--- config.mk ---
export PLATFORM = sky130hd
export DESIGN_NAME = rom_arbiter
export DESIGN_NICKNAME = d
export VERILOG_FILES = /design/src/rtl/rom_arbiter.sv
export SDC_FILE = /design/constraint.sdc
export NUM_CORES = 1
export LEC_CHECK = 0
export BUFFER_PORTS_ARGS = -buffer_cell sky130_fd_sc_hd__buf_2
export CAP_MARGIN = 10
export CORE_ASPECT_RATIO = 0.75
export CORE_UTILIZATION = 46
export CTS_CLUSTER_DIAMETER = 50
export DETAILED_ROUTE_END_ITERATION = 10
export PLACE_DENSITY = 0.79
export SLEW_MARGIN = 20
export SYNTH_ARGS = -nofsm -noshare
export SYNTH_HDL_FRONTEND = slang
export SYNTH_SLANG_ARGS = --single-unit
--- constraint.sdc ---
create_clock -name clk -period 2.3 [get_ports clk]
set_input_delay 0.345 -clock clk [delete_from_list [all_inputs] [get_ports clk]]
set_output_delay 0.345 -clock clk [all_outputs]
set_load 0.01 [all_outputs]
--- src/rtl/rom_arbiter.sv ---
// Two-port round-robin read arbiter in front of a synchronous single-port ROM.
// Each granted access walks IDLE -> ADDR -> DATA -> ACK, one read per four cycles.
//
// state | meaning
// IDLE  | waiting for a request; winner's address and id latched on grant
// ADDR  | address presented to ROM with chip enable
// DATA  | ROM output enabled; read word captured at end of cycle
// ACK   | one-cycle acknowledge to the granted port
module rom_arbiter #(
  parameter int ADDR_W = 13,
  parameter int DATA_W = 16
) (
  input  logic              clk,
  input  logic              reset,
  input  logic              cpu_req,
  input  logic [ADDR_W-1:0] cpu_addr,
  output logic              cpu_ack,
  output logic [DATA_W-1:0] cpu_data,
  input  logic              dbg_req,
  input  logic [ADDR_W-1:0] dbg_addr,
  output logic              dbg_ack,
  output logic [DATA_W-1:0] dbg_data,
  output logic [ADDR_W-1:0] rom_a,
  output logic              rom_ce,
  output logic              rom_oe,
  input  logic [DATA_W-1:0] rom_d
);

  typedef enum logic [1:0] {IDLE, ADDR, DATA, ACK} state_t;

  state_t state, state_nxt;
  logic   grant_dbg;
  logic   last_dbg;
  logic   win_dbg;
  logic   grant_now;

  always_ff @(posedge clk) begin
    if (reset) state <= IDLE;
    else       state <= state_nxt;
  end

  always_comb begin
    state_nxt = state;
    // On a tie the port that did not win last time takes the grant.
    win_dbg   = dbg_req && (!cpu_req || !last_dbg);
    grant_now = 1'b0;
    case (state)
      IDLE: begin
        if (cpu_req || dbg_req) begin
          grant_now = 1'b1;
          state_nxt = ADDR;
        end
      end
      ADDR:    state_nxt = DATA;
      DATA:    state_nxt = ACK;
      ACK:     state_nxt = IDLE;
      default: state_nxt = IDLE;
    endcase
  end

  always_ff @(posedge clk) begin
    if (reset) begin
      rom_a     <= '0;
      grant_dbg <= 1'b0;
      last_dbg  <= 1'b1;
      cpu_data  <= '0;
      dbg_data  <= '0;
    end else begin
      if (grant_now) begin
        grant_dbg <= win_dbg;
        last_dbg  <= win_dbg;
        rom_a     <= win_dbg ? dbg_addr : cpu_addr;
      end
      if (state == DATA) begin
        if (grant_dbg) dbg_data <= rom_d;
        else           cpu_data <= rom_d;
      end
    end
  end

  assign rom_ce  = (state == ADDR) || (state == DATA);
  assign rom_oe  = (state == DATA);
  assign cpu_ack = (state == ACK) && !grant_dbg;
  assign dbg_ack = (state == ACK) && grant_dbg;

endmodule

=== Yosys cells after proc, flatten, opt, wreduce, memory -nomap -nowiden ===
Cells that the tools add are included.

* Bits in registers: 49

* Equal/unequal tests: 4
* Mux-type cells: 5
* Bitwise logic cells: 1
* Reductions and logical operators: 12

{| class="wikitable"
|+ Operators with widths
! operator !! count
|-
| $mux W13 || 1
|-
| $pmux W2 S4 || 1
|-
| $eq A2 B2 Y1 const B || 2
|-
| $reduce_and A2 Y1 || 2
|-
| $logic_and A1 B1 Y1 || 3
|-
| $logic_not A1 Y1 || 3
|-
| $logic_or A1 B1 Y1 || 3
|-
| $eq A2 B1 Y1 const B || 1
|-
| $logic_not A2 Y1 || 1
|-
| $mux W1 || 2
|-
| $mux W2 || 1
|-
| $ne A2 B2 Y1 const B || 1
|-
| $not A1 Y1 || 1
|}

=== Longest topological paths before layout ===
* Word-level depth: 4
* Depth in mapped cells: 7
* Gate-level depth less buffers: 5

=== Least setup slack after synthesis ===
OpenSTA, ideal clock, no wires.

* Path kind: register -> register
* From: reg state[0]
* To: reg state[1]
* Setup time: 128 ps
* Arrival: 1,253 ps
* Data required time: 2,172 ps
* Slack: 919 ps
* Stages on the path, launching flop included: 6
* Path buffers: 0
* Clock period less this slack: 1,381 ps
* Path through: dfxtp_1 -> inv_1 -> ha_1 -> or3b_1 -> mux2i_1 -> nor2_1

* Word-level cells in the longest chain between the ends: 2
* Elaborated cells on any way between the ends: 6

{| class="wikitable"
|+ RTL lines
! item !! line !! RTL
|-
| start, declared || 31 || <nowiki>state_t state, state_nxt;</nowiki>
|-
| start signal, assigned || 39 || <nowiki>else state <= state_nxt;</nowiki>
|-
| $eq A2 B2 Y1, or another cell as far along || 47 || <nowiki>case (state)</nowiki>
|-
| $pmux W2 S4 / $ne A2 B2 Y1 (equally long branches) || n/a ||
|}

Several ways; a longest one is shown, not always the timed one.
A chain may end at the register's enable or synchronous reset.

=== Worst setup path in the final report ===
* From: reg state[0]
* To: reg cpu_data[1]

* Word-level cells in the longest chain between the ends: 2

{| class="wikitable"
|+ RTL lines
! item !! line !! RTL
|-
| $eq A2 B2 Y1 || 74 || <nowiki>if (state == DATA) begin</nowiki>
|-
| $reduce_and A2 Y1 (no source line) || n/a ||
|-
| end signal, assigned || 76 || <nowiki>else cpu_data <= rom_d;</nowiki>
|-
| end, declared || 18 || <nowiki>output logic [DATA_W-1:0] cpu_data,</nowiki>
|}

Every way passes these cells.

==> results.ini <==
[yosys]
syn_inst = 241
ys_seq_area_share_pct = 47.9
synth_edf_count = 0
synthFlopType = dfxtp_1
synth_top_area_share_pct = 47.9
syn_area_um2 = 2050
syn_nets = 292
yosysWarnings = 0
ys_ff_latch = 49
async_flop_share_pct = 0
synthTopCellsByArea = dfxtp_1, nand2_1, a21oi_1, a211oi_2, a21oi_2
ys_types = 28
yosysTopAreaCell = dfxtp_1
syn_avg_cell_area_um2 = 8.50

[timing]
fin_setup_tns_ns = 0
fin_worst_skew_ns = 0.00596
rsz0062_at_grt = false
finalMaxSlewViolations = 0
hold_viol = 0
max_freq_mhz = 633
setup_violations = 0
relSlewSlack_pct = 56.2
fin_crit_sh_pct = 68.7
min_period_ns = 1.58
worst_slew_pin_slew_ns = 0.654

[floorplan]
dieArea_um2 = 4730
start_util_pct = 49.3
core-area_um2 = 4150
die_w_um = 79.1
num_rows = 20
io_pins = 95
die_h_um = 59.8

[job]
maxCapViolCount = 0

[clock_tree]
cts_resized = 0
hold_buffers = 0
cts_setup_buffers = 0
path_clk_slew_ns = 0.08
clockRootBuffer = clkbuf_8
cts_buffer_depth = 2
clk_latency_ns = 0.29
cts_made_buffers = 5
cts_tree = built
cts_num_sinks = 49
htree_levels = 2

[grt]
antenna_found_initial = 0
grt_max_degree = 25
grt_first_pass_wirelength_um = 7510
grt_pass1_vias = 1689
grt_overflow = 0
gr-usage-all-layers_pct = 20.7

[critical_path]
worstPathArrival_ns = 1.80
cp.required_ns = 2.52
crit_path_max_fanout = 16
cp_slowest_cell = nor2b_2
critPathMaxStageDelay_ns = 0.58
path_class = reg2reg
worstSetupStartpointType = register
end_kind = register
path_cells = inv_1 -> ha_1 -> nor2b_2 -> nand2_1 -> a21oi_1

[pwr]
p_per_area_nw_per_um2 = 1030
ir_drop_mv = 0.573
leakagePower_nw = 1.19

[drt]
vias_per_cell = 4.93
route.detailed.drc = 0
drtAntennaViolNets = 0
drtIter0Drc = 114
wire_per_inst_um = 12.6
drt-total-wl_um = 4860
vias = 1892
dr.pass1.iters = 4

[finish]
diodes = 0
drive_gt1_share_pct = 38.9
area_growth_pct = 26.6
final_area_um2 = 2590
fin_nets = 380

[status]
status = finished, final reports clean

[placed_design]
dp_hpwl_um = 3530
gp_congestion = 0.800
place_area_um2 = 2500
portBuffers = 94

[hold_path]
hold_path.class = in2reg

[cells in the mapped netlist, types with 2 or more instances]
cell / n
nor2_1: 17
buf_2: 2
clkbuf_2: 3
a21oi_2: 9
a21oi_1: 37
buf_4: 4
inv_1: 2
and2_1: 2
nand2_1: 78
a211oi_1: 4
a211oi_2: 10
clkbuf_1: 4
dfxtp_1: 49
ha_1: 5
nor2b_1: 2
[cell usage in the layout, fill, tap and decap left out, types with 2 or more instances in the layout]
cell and count:
a211oi_1 4, a211oi_2 10, a21oi_1 37, a21oi_2 9
and2_1 2, buf_2 94, buf_4 3, clkbuf_8 6
dfxtp_1 49, ha_1 5, inv_1 2, nand2_1 78
nor2_1 17
[routing by layer]
metal / track usage [%] / wire length (µm)
met5: 0 / 0
met4: 6.75 / 27
met3: 4.58 / 305
met2: 34.4 / 2240
met1: 27.0 / 2280
[power by group]
part / internal, mW / switching, mW / total (mW)
combinational: 0.418 / 0.621 / 1.04
clock: 0.239 / 0.259 / 0.498
sequential: 1.02 / 0.101 / 1.12
total: 1.68 / 0.981 / 2.66
[critical path, delay by kind of cell, from the launching register on]
kind	cells	cell delay (ns)
AO/OA/AOI/OAI	1	0.15
adder cells (fa/ha/maj)	1	0.21
buffers and inverters	1	0.12
flip-flops	1	0.33
AND/OR/NAND/NOR	2	0.70
[sequential cells by signal, indices dropped and copies added, names as in the netlist]
name and flops:
dbg_data 16, grant_dbg 1, rom_a 13, state 2, last_dbg 1, cpu_data 16
[metrics by stage]
stage | setup WS (ns) | util [%] | power [mW] | instances | hold slack [ns]
6_report | 0.720 | 62.4 | 2.66 | 384 | 0.296
4_1_cts | 0.369 | 62.4 | 2.68 | 384 | 0.292
3_5_place_dp | 0.385 | 60.3 | 2.19 | 377 | 0.447
2_1_floorplan | 0.919 | - | 1.89 | 241 | 0.481
5_1_grt | 0.538 | 62.4 | 2.86 | 384 | 0.287
3_3_place_gp | 0.465 | 60.3 | 2.16 | 377 | 0.438
[final timing paths]
kind	from	endpoint	slack, ns	cells past startpoint
min	cpu_addr[1]	rom_a[1]$_SDFFE_PP0P_	0.30	3
max reg2reg	state[0]$_SDFFE_PP0P_	cpu_data[1]$_SDFFE_PP0P_	0.72	5
min reg2reg	dbg_data[14]$_SDFFE_PP0P_	dbg_data[14]$_SDFFE_PP0P_	0.45	2
max	state[0]$_SDFFE_PP0P_	cpu_data[1]$_SDFFE_PP0P_	0.72	5
[cells by family after synthesis]
| kind of cell | synth area share [%] |
|---|---|
| AOI/OAI and AO/OA | 23.4 |
| adders and majority gates | 3.05 |
| buffers and inverters | 5.50 |
| DFF | 47.9 |
| muxes | 0.489 |
| and+or+nand+nor | 19.7 |
[final cells by class]
| class | count | area (µm²) |
|---|---|---|
| multi-input combinational | 174 | 957 |
| sequential | 49 | 981 |
| tap | 55 | 68.8 |
| clock buffer | 7 | 86.3 |
| fill | 376 | 1560 |
| timing repair buffer | 97 | 493 |
| inverter | 2 | 7.51 |
Power figures use the tool's default switching activity.
